<file path="src/rtl/reg_lock_tracker.sv">
// Register-lock scoreboard: per-register outstanding-write counters plus a global block for blocking instructions.
// Outputs are combinational from state and current inputs; all state moves on the next rising edge.

package maverickOne_pkg;
    localparam int NUM_REGS = 32;
endpackage

module reg_lock_tracker #(
    parameter int NR      = maverickOne_pkg::NUM_REGS,
    parameter int MAX_OUT = 4,
    localparam int AW     = $clog2(NR),
    localparam int CW     = $clog2(MAX_OUT + 1)
) (
    input  logic          clk_i,
    input  logic          rst_ni,
    input  logic          flush_i,
    input  logic          issue_i,
    input  logic          issue_blocking_i,
    input  logic [AW-1:0] issue_rd_i,
    input  logic          wb_valid_i,
    input  logic [AW-1:0] wb_rd_i,
    input  logic          blk_done_i,
    output logic [NR-1:0] locks_o,
    output logic          issue_full_o,
    output logic          blocked_o,
    output logic          idle_o,
    output logic          err_o
);

    typedef enum logic {
        ST_IDLE    = 1'b0,
        ST_BLOCKED = 1'b1
    } state_t;

    localparam logic [CW-1:0] CNT_MAX = CW'(MAX_OUT);

    state_t          r_state;
    state_t          w_state_nxt;
    logic [CW-1:0]   r_cnt     [NR];
    logic [CW-1:0]   w_cnt_nxt [NR];
    logic            r_err;
    logic            w_err_nxt;

    logic            w_inc_vld;
    logic            w_dec_vld;
    logic            w_any_busy;
    logic [NR-1:0]   w_cnt_nz;

    // Only a non-blocking issue from IDLE to a real register counts as a write.
    assign w_inc_vld = issue_i && !issue_blocking_i && (r_state == ST_IDLE) && (issue_rd_i != '0);
    assign w_dec_vld = wb_valid_i && (wb_rd_i != '0);

    always_comb begin
        w_state_nxt = r_state;
        w_err_nxt   = r_err;
        for (int i = 0; i < NR; i++) begin
            w_cnt_nxt[i] = r_cnt[i];
        end

        if (flush_i) begin
            w_state_nxt = ST_IDLE;
            for (int i = 0; i < NR; i++) begin
                w_cnt_nxt[i] = '0;
            end
        end else begin
            case (r_state)
                ST_IDLE: begin
                    if (blk_done_i) begin
                        w_err_nxt = 1'b1;
                    end
                    if (issue_i && issue_blocking_i) begin
                        w_state_nxt = ST_BLOCKED;
                    end
                end
                ST_BLOCKED: begin
                    if (issue_i) begin
                        w_err_nxt = 1'b1;
                    end
                    if (blk_done_i) begin
                        w_state_nxt = ST_IDLE;
                    end
                end
                default: w_state_nxt = ST_IDLE;
            endcase

            for (int i = 1; i < NR; i++) begin
                // A retiring write to the same rd cancels a new one, even at saturation.
                if (w_inc_vld && (issue_rd_i == AW'(i)) && w_dec_vld && (wb_rd_i == AW'(i))) begin
                    w_cnt_nxt[i] = r_cnt[i];
                end else if (w_inc_vld && (issue_rd_i == AW'(i))) begin
                    if (r_cnt[i] == CNT_MAX) begin
                        w_err_nxt = 1'b1;
                    end else begin
                        w_cnt_nxt[i] = r_cnt[i] + 1'b1;
                    end
                end else if (w_dec_vld && (wb_rd_i == AW'(i))) begin
                    if (r_cnt[i] == '0) begin
                        w_err_nxt = 1'b1;
                    end else begin
                        w_cnt_nxt[i] = r_cnt[i] - 1'b1;
                    end
                end
            end
        end
    end

    always_ff @(posedge clk_i) begin
        if (!rst_ni) begin
            r_state <= ST_IDLE;
            r_err   <= 1'b0;
            for (int i = 0; i < NR; i++) begin
                r_cnt[i] <= '0;
            end
        end else begin
            r_state <= w_state_nxt;
            r_err   <= w_err_nxt;
            for (int i = 0; i < NR; i++) begin
                r_cnt[i] <= w_cnt_nxt[i];
            end
        end
    end

    always_comb begin
        w_cnt_nz = '0;
        for (int i = 1; i < NR; i++) begin
            w_cnt_nz[i] = (r_cnt[i] != '0);
        end
    end

    assign w_any_busy   = |w_cnt_nz;
    assign blocked_o    = (r_state == ST_BLOCKED);
    assign locks_o      = w_cnt_nz | {NR{blocked_o}};
    assign issue_full_o = (issue_rd_i != '0) && (r_cnt[issue_rd_i] == CNT_MAX);
    assign idle_o       = !w_any_busy && (r_state == ST_IDLE);
    assign err_o        = r_err;

endmodule

</file>
<file path="config.mk">
export PLATFORM = sky130hd
export DESIGN_NAME = reg_lock_tracker
export DESIGN_NICKNAME = d
export VERILOG_FILES = /design/src/rtl/reg_lock_tracker.sv
export SDC_FILE = /design/constraint.sdc
export NUM_CORES = 1
export LEC_CHECK = 0
export ABC_AREA = 1
export CORE_MARGIN = 4
export CORE_UTILIZATION = 45
export DETAILED_ROUTE_END_ITERATION = 10
export DONT_BUFFER_PORTS = 1
export SLEW_MARGIN = 30
export SYNTH_ARGS = -nofsm -noshare
export SYNTH_HDL_FRONTEND = slang
export SYNTH_SLANG_ARGS = --single-unit
</file>
<file path="constraint.sdc">
create_clock -name clk_i -period 2.09 [get_ports clk_i]
set_input_delay 0.5225 -clock clk_i [delete_from_list [all_inputs] [get_ports clk_i]]
set_output_delay 0.5225 -clock clk_i [all_outputs]
set_load 0.005 [all_outputs]
</file>
==> results of run 1 <==
cells in the final DEF, fill, tap and decap left out, drive strengths merged, types with 2 or more instances in the layout:
| cell | synthesis | final |
|---|---|---|
| clkbuf | 14 | 12 |
| xnor2 | 11 | 11 |
| clkinv | 4 | 4 |
| o211ai | 5 | 5 |
| or2 | 6 | 6 |
| nand4 | 16 | 16 |
| o31ai | 5 | 5 |
| a31oi | 2 | 2 |
| o22ai | 12 | 12 |
| buf | 5 | 235 |
| o21a | 2 | 2 |
| nand2 | 267 | 268 |
| nor3 | 25 | 25 |
| nor2 | 198 | 198 |
| a21oi | 88 | 88 |
| dfxtp | 95 | 95 |
| inv | 164 | 165 |
| fa | 31 | 31 |
| o21ai | 106 | 106 |
| nand3b | 2 | 2 |
| xor2 | 21 | 21 |
| nand3 | 66 | 66 |
| nor4 | 3 | 3 |
through the flow:
step | cell area (sq um) | instances | power (uW)
after floorplan | 7540 | 1157 | 2160
after global placement | 9380 | 1573 | 2350
after detailed placement | 9380 | 1573 | 2360
after CTS | 9830 | 1590 | 4070
after global routing | 10100 | 1605 | 4210
final | 10100 | 1605 | 4090
registers in the layout (all words and copies together), names as in the netlist:
signal     count
r_cnt         93
err_o          1
blocked_o      1
power by group through the flow:
| stage | logic, uW | clock network (uW) | registers [uW] |
|---|---|---|---|
| global route | 590 | 1790 | 1820 |
| detailed placement | 492 | 0 | 1870 |
| finish | 548 | 1720 | 1820 |
| floorplan | 290 | 0 | 1870 |
| global placement | 489 | 0 | 1870 |
| CTS | 500 | 1750 | 1820 |
final cells by class:
class / instances / share of cell area, %
tap: 216 / 2.67
timing repair buffer: 235 / 18.1
clock inverter: 3 / 0.420
clock buffer: 12 / 2.53
multi-input combinational: 876 / 51.2
sequential: 95 / 18.8
inverter: 168 / 6.29
metal layers:
metal / part of all wire (%) / up-vias / GRT usage [%]
li1: - / 4184 / -
met1: 46 / 3787 / 36.6
met2: 46 / 234 / 40.8
met3: 6.3 / 34 / 3.57
met4: 2.4 / 0 / 6.87
met5: 0 / - / 0
logic make-up (layout without fill, tap and decap cells):
group	count (synthesis)	in the layout	share of synthesized area [%]
AOI/OAI and AO/OA	226	226	16.7
and+or+nand+nor	586	587	36.2
xor gates and xnor gates	32	32	3.75
adders and majority gates	31	31	8.29
DFF	95	95	25.4
buffers and inverters	187	418	9.71
how the worst max path moves through the flow:
stage	start	end	slack (ns)
2_1_floorplan	issue_blocking_i	r_cnt[28][2]$_SDFFE_PP0P_	-0.03
3_5_place_dp	r_cnt[25][2]$_SDFFE_PP0P_	issue_full_o	-0.23
6_report	r_cnt[16][0]$_SDFFE_PP0P_	idle_o	-0.27
3_3_place_gp	r_cnt[25][2]$_SDFFE_PP0P_	issue_full_o	-0.23
5_1_grt	r_cnt[28][0]$_SDFFE_PP0P_	idle_o	-0.34
4_1_cts	r_cnt[18][0]$_SDFFE_PP0P_	idle_o	-0.23
timing repair:
item,CTS,global route
hold endpoints to repair,0,0
setup buffers,3,14
pin swaps,11,32
gates cloned,0,1
resized for setup,44,69
endpoints found under the setup margin,2,27
hold buffers,0,0
==> flow_summary_export.csv, run 1 <==
group,metric,value,unit
global_route,grt_overflow_total,0,
clock_tree,cts-root-buf,"clkbuf_16",
timing,grt_setup_unrepaired,"yes",
cells_and_area,drive_above_1_share,31.2,%
timing,final-hold-violation-count,0,
worst_hold_path,hold_path_end,"blocked_o$_SDFF_PP0_",
route,routed_wl,24400,microns
cells_and_area,nFillCells,1500,
clock_tree,cts_tree,"built",
logic_synthesis,syn_area,7480,sq um
route,wire_per_inst,15.2,microns
critical_path,reg2reg_from,"blocked_o$_SDFF_PP0_",
route,vias,8239,
logic_synthesis,ys_types,50,
global_route,first_global_vias,7267,
power_and_ir_drop,p_sw_share,26.1,%
floorplanning,io_pins,53,
global_route,grt_pass1_wl,37400,microns
clock_tree,worstSkewPairLatency,0.36,ns
critical_path,arrival,1.84,ns
logic_synthesis,synth_warnings,0,
power_and_ir_drop,switching_power,1070,uW
placed_design,routabilityCongestion,1.02,
timing,max_freq,423,MHz
clock_tree,cts.sinks,95,
critical_path,crit_type,"flip-flop to output pin",
critical_path,ff2ff_path_depth,11,
critical_path,cp_top_family,"simple AND/OR/NAND/NOR gates",
route,viasPerCell,5.13,
timing,final_max_slew_viol_count,0,
cells_and_area,ff_latch_area,1910,sq um
floorplanning,die-area,18800,sq um
floorplanning,fp.dieH,137,microns
critical_path,reg2reg_to,"r_cnt[23][2]$_SDFFE_PP0P_",
route,first_pass_iters,5,
critical_path,r2r_slack,0.06,ns
timing,fin_crit_sh,113,%
logic_synthesis,synthesis.nets,1205,
logic_synthesis,synth_area_leaders,"dfxtp_1 25%, nand2_1 12%, fa_1 8.3%, nor2_1 8.1%, inv_1 7.4%",
critical_path,crit_chain,"or2_4 > nor2_4 > nand4_1 > nor4_1 > buf_4 > and3_4",
timing,whs,0.251,ns
critical_path,crit_buf_inv,1,
floorplanning,initial_core_util,46.4,%
outcome,status,"complete, but fails checks",
power_and_ir_drop,seq_power_share,44.5,%
timing,timing.final.ws_setup,-0.274,ns
power_and_ir_drop,power.share.clock,42.1,%
logic_synthesis,synth-main-ff-cell,"dfxtp_1",
worst_hold_path,hp-class,"input port to flip-flop",
cells_and_area,fin_util,62.9,%
critical_path,cp.depth,6,
timing,finalSetupTns,-0.507,ns
logic_synthesis,synthCells,1157,
floorplanning,fp.dieW,137,microns
job,max_cap_viol_count,0,
logic_synthesis,synth_edf_count,0,
critical_path,crit_path_max_incr_delay,0.31,ns
critical_path,path_max_fanout,2,
logic_synthesis,synth-seq-cells,95,
route,antenna_left,0,
power_and_ir_drop,internal-power,3030,uW
global_route,grt_max_degree,49,
global_route,antenna_found_initial,0,
critical_path,cp_slowest_cell,"dfxtp_1",
power_and_ir_drop,p_comb_share,13.4,%
timing,worst_pin_slew,0.445,ns
placed_design,io_buffers,0,
floorplanning,rows,46,
critical_path,required,1.57,ns
placed_design,post-place-ws,-0.230,ns
timing,period_needed,2.36,ns
clock_tree,clkTransAtPathRegs,0.06,ns
outcome,violations,"setup timing",
power_and_ir_drop,powerDensity,404,nW/um^2
route,first_iter_violations,593,
logic_synthesis,postSynthAreaPerCell,6.47,sq um
logic_synthesis,netlist.top_cell.by_area,"dfxtp_1",
logic_synthesis,yosysMostFrequentCell,"nand2_1",
clock_tree,cts-htree-levels,3,
critical_path,setup.worst_path.end_class,"output pin",
clock_tree,numCtsBuffers,9,
critical_path,crit_path_start_kind,"flip-flop",
logic_synthesis,yosysTopAreaCellShare,25.4,%
worst_hold_path,min_path_cells,1,
timing,slew_headroom,70.2,%
logic_synthesis,ys_seq_area_share,25.4,%
clock_tree,cts_max_path_buffers,2,
timing,setup_viol,2,
worst_hold_path,hp-start,"blk_done_i",
power_and_ir_drop,ir_drop,0.393,mV
timing,fin_skew,0.00695,ns
cells_and_area,syn2layout_area_growth,35.5,%
power_and_ir_drop,power_leakage,0.00462,uW
route,route.detailed.drc,0,
global_route,globalRouteTotalUtil,25.7,%
logic_synthesis,async_flop_share,0,%
cells_and_area,multi_input_area,5190,sq um
floorplanning,core,16100,sq um
cells_and_area,diodes,0,
logic_synthesis,synth_common_cells,"247 x nand2_1, 162 x nor2_1, 147 x inv_1",
placed_design,dp_hpwl,19300,microns
cells_and_area,final_nets,1433,
Power figures use the tool's default switching activity.
==> run 2, diff against run 1 <==
Settings changed: CELL_PAD_IN_SITES_DETAIL_PLACEMENT set to 1, CELL_PAD_IN_SITES_GLOBAL_PLACEMENT set to 1, CORE_UTILIZATION 45 to 42, PLACE_DENSITY_LB_ADDON set to 0.1.
==> run 2 against run 1 <==
  * The flow still finishes with violations (setup timing)
  * First-iteration DRC count increased by 1.3%
  * Combinational power increased by 8.8%
  * Core utilization decreased by 3.5 points
  * Critical path depth increased by 1
  * Sequential share of layout area decreased by 0.27 points
  * Via count increased by 7.1%
  * Wire length increased by 26%
  * Design area increased by 1.6%
  * Critical path type unchanged
  * Highest routed layer unchanged
==> flow_summary_export.csv, run 2 (synthesized netlist as in run 1, its figures left out) <==
group,metric,value,unit
outcome,status,"complete, but fails checks",
outcome,violations,"setup timing",
timing,final-hold-violation-count,0,
floorplanning,core,17400,sq um
power_and_ir_drop,ir_drop,0.591,mV
timing,slew_headroom,69.8,%
clock_tree,cts.sinks,95,
cells_and_area,largest_register_ffs,93,
timing,fin_crit_sh,123,%
critical_path,path_max_fanout,3,
power_and_ir_drop,power_leakage,0.00470,uW
worst_hold_path,hp-start,"blk_done_i",
route,first_iter_violations,601,
cells_and_area,final_nets,1443,
critical_path,crit_path_start_kind,"flip-flop",
cells_and_area,regMostFlops,"r_cnt",
cells_and_area,syn2layout_area_growth,37.7,%
route,first_pass_iters,5,
route,wire_per_inst,18.9,microns
job,max_cap_viol_count,0,
cells_and_area,layout_common_cells,"238 x nand2_1, 235 x buf_4, 130 x nor2_1",
route,viasPerCell,5.43,
worst_hold_path,hold_path_end,"blocked_o$_SDFF_PP0_",
worst_hold_path,min_path_cells,1,
timing,finalSetupTns,-0.751,ns
placed_design,routabilityCongestion,0.910,
critical_path,reg2reg_from,"blocked_o$_SDFF_PP0_",
route,antenna_left,0,
clock_tree,cts-htree-levels,3,
power_and_ir_drop,powerDensity,395,nW/um^2
cells_and_area,final_cell_area,10300,sq um
placed_design,dp_hpwl,23200,microns
global_route,globalRouteTotalUtil,29.4,%
clock_tree,clkTransAtPathRegs,0.07,ns
floorplanning,initial_core_util,43.1,%
floorplanning,fp.dieW,141,microns
placed_design,post-place-ws,-0.220,ns
critical_path,timing.critical_path.from,"r_cnt[14][2]$_SDFFE_PP0P_",
global_route,antenna_found_initial,0,
timing,max_freq,390,MHz
global_route,grt_overflow_total,0,
cells_and_area,final_common_cell,"nand2_1",
timing,final_max_slew_viol_count,0,
placed_design,place_area,9500,sq um
clock_tree,cts_max_path_buffers,2,
timing,fin_skew,0.00481,ns
critical_path,crit_type,"flip-flop to output pin",
worst_hold_path,hp-class,"input port to flip-flop",
clock_tree,numCtsBuffers,9,
critical_path,reg2reg_to,"r_cnt[21][2]$_SDFFE_PP0P_",
route,routed_wl,30700,microns
critical_path,required,1.57,ns
floorplanning,die-area,20000,sq um
global_route,grt_pass1_wl,46600,microns
cells_and_area,diodes,0,
placed_design,io_buffers,0,
floorplanning,io_pins,53,
cells_and_area,drive_above_1_share,33.8,%
timing,whs,0.253,ns
route,route.detailed.drc,0,
timing,period_needed,2.57,ns
route,vias,8820,
clock_tree,cts-root-buf,"clkbuf_16",
timing,setup_viol,3,
global_route,grt_max_degree,46,
floorplanning,fp.dieH,141,microns
power_and_ir_drop,finalPower,4070,uW
timing,grt_setup_unrepaired,"yes",
critical_path,ff2ff_path_depth,10,
global_route,first_global_vias,8951,
floorplanning,rows,48,
clock_tree,cts_tree,"built",
timing,timing.final.ws_setup,-0.475,ns
timing,worst_pin_slew,0.452,ns
clock_tree,worstSkewPairLatency,0.36,ns
critical_path,r2r_slack,-0.01,ns
critical_path,arrival,2.04,ns
critical_path,setup.worst_path.end_class,"output pin",
[run 2: cell count changes in the layout (fill, tap and decap cells not counted), sizes merged]
| cell | previous run | this run |
|---|---|---|
| bufinv | 1 | 0 |
| clkbuf | 12 | 11 |
| clkinv | 4 | 6 |
| clkinvlp | 1 | 2 |
| buf | 235 | 245 |
[run 2: layout make-up]
| class | count | area, sq um |
|---|---|---|
| clock buffers | 11 | 243 |
| repair buffers | 245 | 1930 |
| clock inverters | 5 | 33.8 |
| multi-input cells | 876 | 5270 |
| flip-flops and latches | 95 | 1910 |
| well taps | 225 | 282 |
| fillers | 2334 | 7050 |
| inverters | 168 | 636 |
[run 2: what timing repair did]
action,4_1_cts,5_1_grt
hold buffers,0,0
pin swaps,16,48
endpoints found under the setup margin,10,23
setup buffers,0,16
resized for setup,58,83
cloned,0,1
[run 2: how the worst max path moves through the flow]
stage                                     end  slack (ns)
floorplan           r_cnt[28][2]$_SDFFE_PP0P_       -0.03
global placement                 issue_full_o       -0.21
detailed placement               issue_full_o       -0.22
CTS                              issue_full_o       -0.23
global route                     issue_full_o       -0.60
finish                           issue_full_o       -0.48
[run 2: through the flow]
stage / std cells / utilization (%)
floorplan: 1157 / -
finish: 1625 / 59.4
global route: 1625 / 59.4
global placement: 1593 / 54.8
detailed placement: 1593 / 54.8
CTS: 1608 / 57.3
[run 2: report_power, final]
part           switching [uW]  total [uW]  internal, uW  leakage [uW]
sequential               7.61        1820          1820      0.000770
combinational             368         596           228       0.00380
clock                     807        1650           840      0.000132
total                    1180        4070          2880       0.00470
[run 2: routing by layer]
layer | up-vias | part of all wire, % | global-route usage, %
met5 | - | 0 | 0
met4 | 0 | 4.0 | 11.4
met3 | 72 | 6.1 | 6.10
met2 | 253 | 48 | 50.2
met1 | 4303 | 41 | 36.3
li1 | 4192 | - | -
[run 2: worst max-delay path, stage by stage (launching register included)]
cell and delay, ns:
dfxtp_1 0.38, inv_1 0.09, nor3_1 0.27, o22ai_1 0.15, o21ai_0 0.27, nand4_1 0.25, o21ai_2 0.14, buf_4 0.13
==> run 3, diff against run 2 <==
Settings changed: SKIP_LAST_GASP set to 1.
==> run 3 against run 2 <==
  * The run still ends with setup timing left
  * Wire length shrank 0.11%
  * Core utilization shrank 0.065 points
  * First-iteration DRC count grew 1.5%
  * Highest routed layer unchanged
==> flow_summary_export.csv, run 3 (synthesized netlist as in run 1, its figures left out) <==
group,metric,value,unit
outcome,status,"complete, but fails checks",
outcome,violations,"setup timing",
critical_path,required,1.57,ns
cells_and_area,drive_above_1_share,33.4,%
critical_path,worstSetupEndpoint,"issue_full_o",
cells_and_area,largest_register_ffs,93,
critical_path,cp.depth,7,
cells_and_area,syn2layout_area_growth,37.6,%
timing,setup_viol,2,
timing,worst_pin_slew,0.477,ns
timing,slew_headroom,68.2,%
timing,grt_setup_unrepaired,"yes",
route,routed_wl,30700,microns
floorplanning,fp.dieH,141,microns
critical_path,arrival,2.01,ns
power_and_ir_drop,ir_drop,0.593,mV
route,vias,8800,
route,first_iter_violations,610,
timing,finalSetupTns,-0.727,ns
floorplanning,die-area,20000,sq um
critical_path,path_max_fanout,3,
timing,timing.final.ws_setup,-0.442,ns
floorplanning,initial_core_util,43.1,%
critical_path,crit_buf_inv,2,
cells_and_area,layout_common_cells,"239 x nand2_1, 235 x buf_4, 131 x nor2_1",
global_route,grt_max_degree,46,
global_route,grt_overflow_total,0,
placed_design,dp_hpwl,23200,microns
global_route,first_global_vias,8951,
global_route,grt_pass1_wl,46600,microns
timing,final-hold-violation-count,0,
cells_and_area,final_nets,1443,
placed_design,routabilityCongestion,0.910,
timing,whs,0.254,ns
worst_hold_path,min_path_cells,1,
power_and_ir_drop,power_leakage,0.00470,uW
critical_path,reg2reg_from,"blocked_o$_SDFF_PP0_",
critical_path,cp_slowest_cell,"dfxtp_1",
floorplanning,core,17400,sq um
clock_tree,worstSkewPairLatency,0.37,ns
global_route,globalRouteTotalUtil,29.4,%
route,viasPerCell,5.42,
timing,max_freq,395,MHz
critical_path,crit_type,"flip-flop to output pin",
floorplanning,fp.dieW,141,microns
clock_tree,clkTransAtPathRegs,0.07,ns
critical_path,setup.worst_path.end_class,"output pin",
critical_path,ff2ff_path_depth,10,
route,first_pass_iters,5,
timing,fin_skew,0.00663,ns
worst_hold_path,hp-class,"input port to flip-flop",
clock_tree,cts.sinks,95,
cells_and_area,regMostFlops,"r_cnt",
clock_tree,cts-root-buf,"clkbuf_16",
critical_path,crit_path_start_kind,"flip-flop",
clock_tree,cts_max_path_buffers,2,
power_and_ir_drop,powerDensity,395,nW/um^2
critical_path,timing.critical_path.from,"r_cnt[14][2]$_SDFFE_PP0P_",
critical_path,r2r_slack,0.01,ns
cells_and_area,diodes,0,
placed_design,io_buffers,0,
cells_and_area,final_common_cell,"nand2_1",
clock_tree,cts-htree-levels,3,
job,max_cap_viol_count,0,
clock_tree,numCtsBuffers,9,
critical_path,crit_path_max_incr_delay,0.38,ns
clock_tree,cts_tree,"built",
route,antenna_left,0,
critical_path,crit_chain,"inv_1 > nor3_1 > o22ai_1 > o21ai_0 > nand4_1 > o21ai_2 > buf_4",
floorplanning,io_pins,53,
critical_path,reg2reg_to,"r_cnt[21][2]$_SDFFE_PP0P_",
timing,final_max_slew_viol_count,0,
floorplanning,rows,48,
global_route,antenna_found_initial,0,
placed_design,post-place-ws,-0.220,ns
route,route.detailed.drc,0,
timing,period_needed,2.53,ns
clock_tree,cts-hold-fix-buffers,0,
timing,fin_crit_sh,121,%
critical_path,cp_top_family,"compound AO/OA/AOI/OAI gates",
route,wire_per_inst,18.9,microns
## run 3: cell counts in the layout (fill, tap and decap cells not counted)
No cell type changed its count.
## run 3: repair_timing
action                                  CTS  global route
setup buffers                             0            16
cloned                                    0             1
resized for setup                        57            74
endpoints found under the setup margin   10            23
pin swaps                                16            45
## run 3: per-stage QoR
stage	cells	utilization (%)	instance area, sq um	total power [uW]
after CTS	1608	57.3	9950	4030
final	1625	59.3	10300	4070
after floorplan	1157	-	7540	2160
after detailed placement	1593	54.8	9500	2390
after global placement	1593	54.8	9500	2370
after global routing	1625	59.3	10300	4190
## run 3: per-layer routing
layer / vias up / share of wire (%) / track usage (%)
met3: 86 / 5.8 / 6.10
met4: 0 / 4.4 / 11.4
met2: 287 / 48 / 50.2
met1: 4236 / 42 / 36.3
met5: - / 0 / 0
li1: 4191 / - / -
## run 3: final cells by class
cell class,instances,area (sq um)
inverter,168,636
fill,2335,7060
clock inverter,5,33.8
timing repair buffer,245,1930
tap,225,282
clock buffer,11,243
sequential,95,1910
multi-input combinational,876,5260
## run 3: where the power goes
part	internal (uW)	switching, uW
Combinational	228	367
Sequential	1820	7.60
Clock	840	812
Total	2880	1190
## run 3: worst min-delay path by stage
stage | from | end | slack, ns
6_report | blk_done_i | blocked_o$_SDFF_PP0_ | 0.25
4_1_cts | blk_done_i | blocked_o$_SDFF_PP0_ | 0.25
2_1_floorplan | r_cnt[13][2]$_SDFFE_PP0P_ | r_cnt[13][2]$_SDFFE_PP0P_ | 0.42
3_3_place_gp | r_cnt[13][2]$_SDFFE_PP0P_ | r_cnt[13][2]$_SDFFE_PP0P_ | 0.44
3_5_place_dp | r_cnt[13][2]$_SDFFE_PP0P_ | r_cnt[13][2]$_SDFFE_PP0P_ | 0.45
5_1_grt | blk_done_i | blocked_o$_SDFF_PP0_ | 0.25
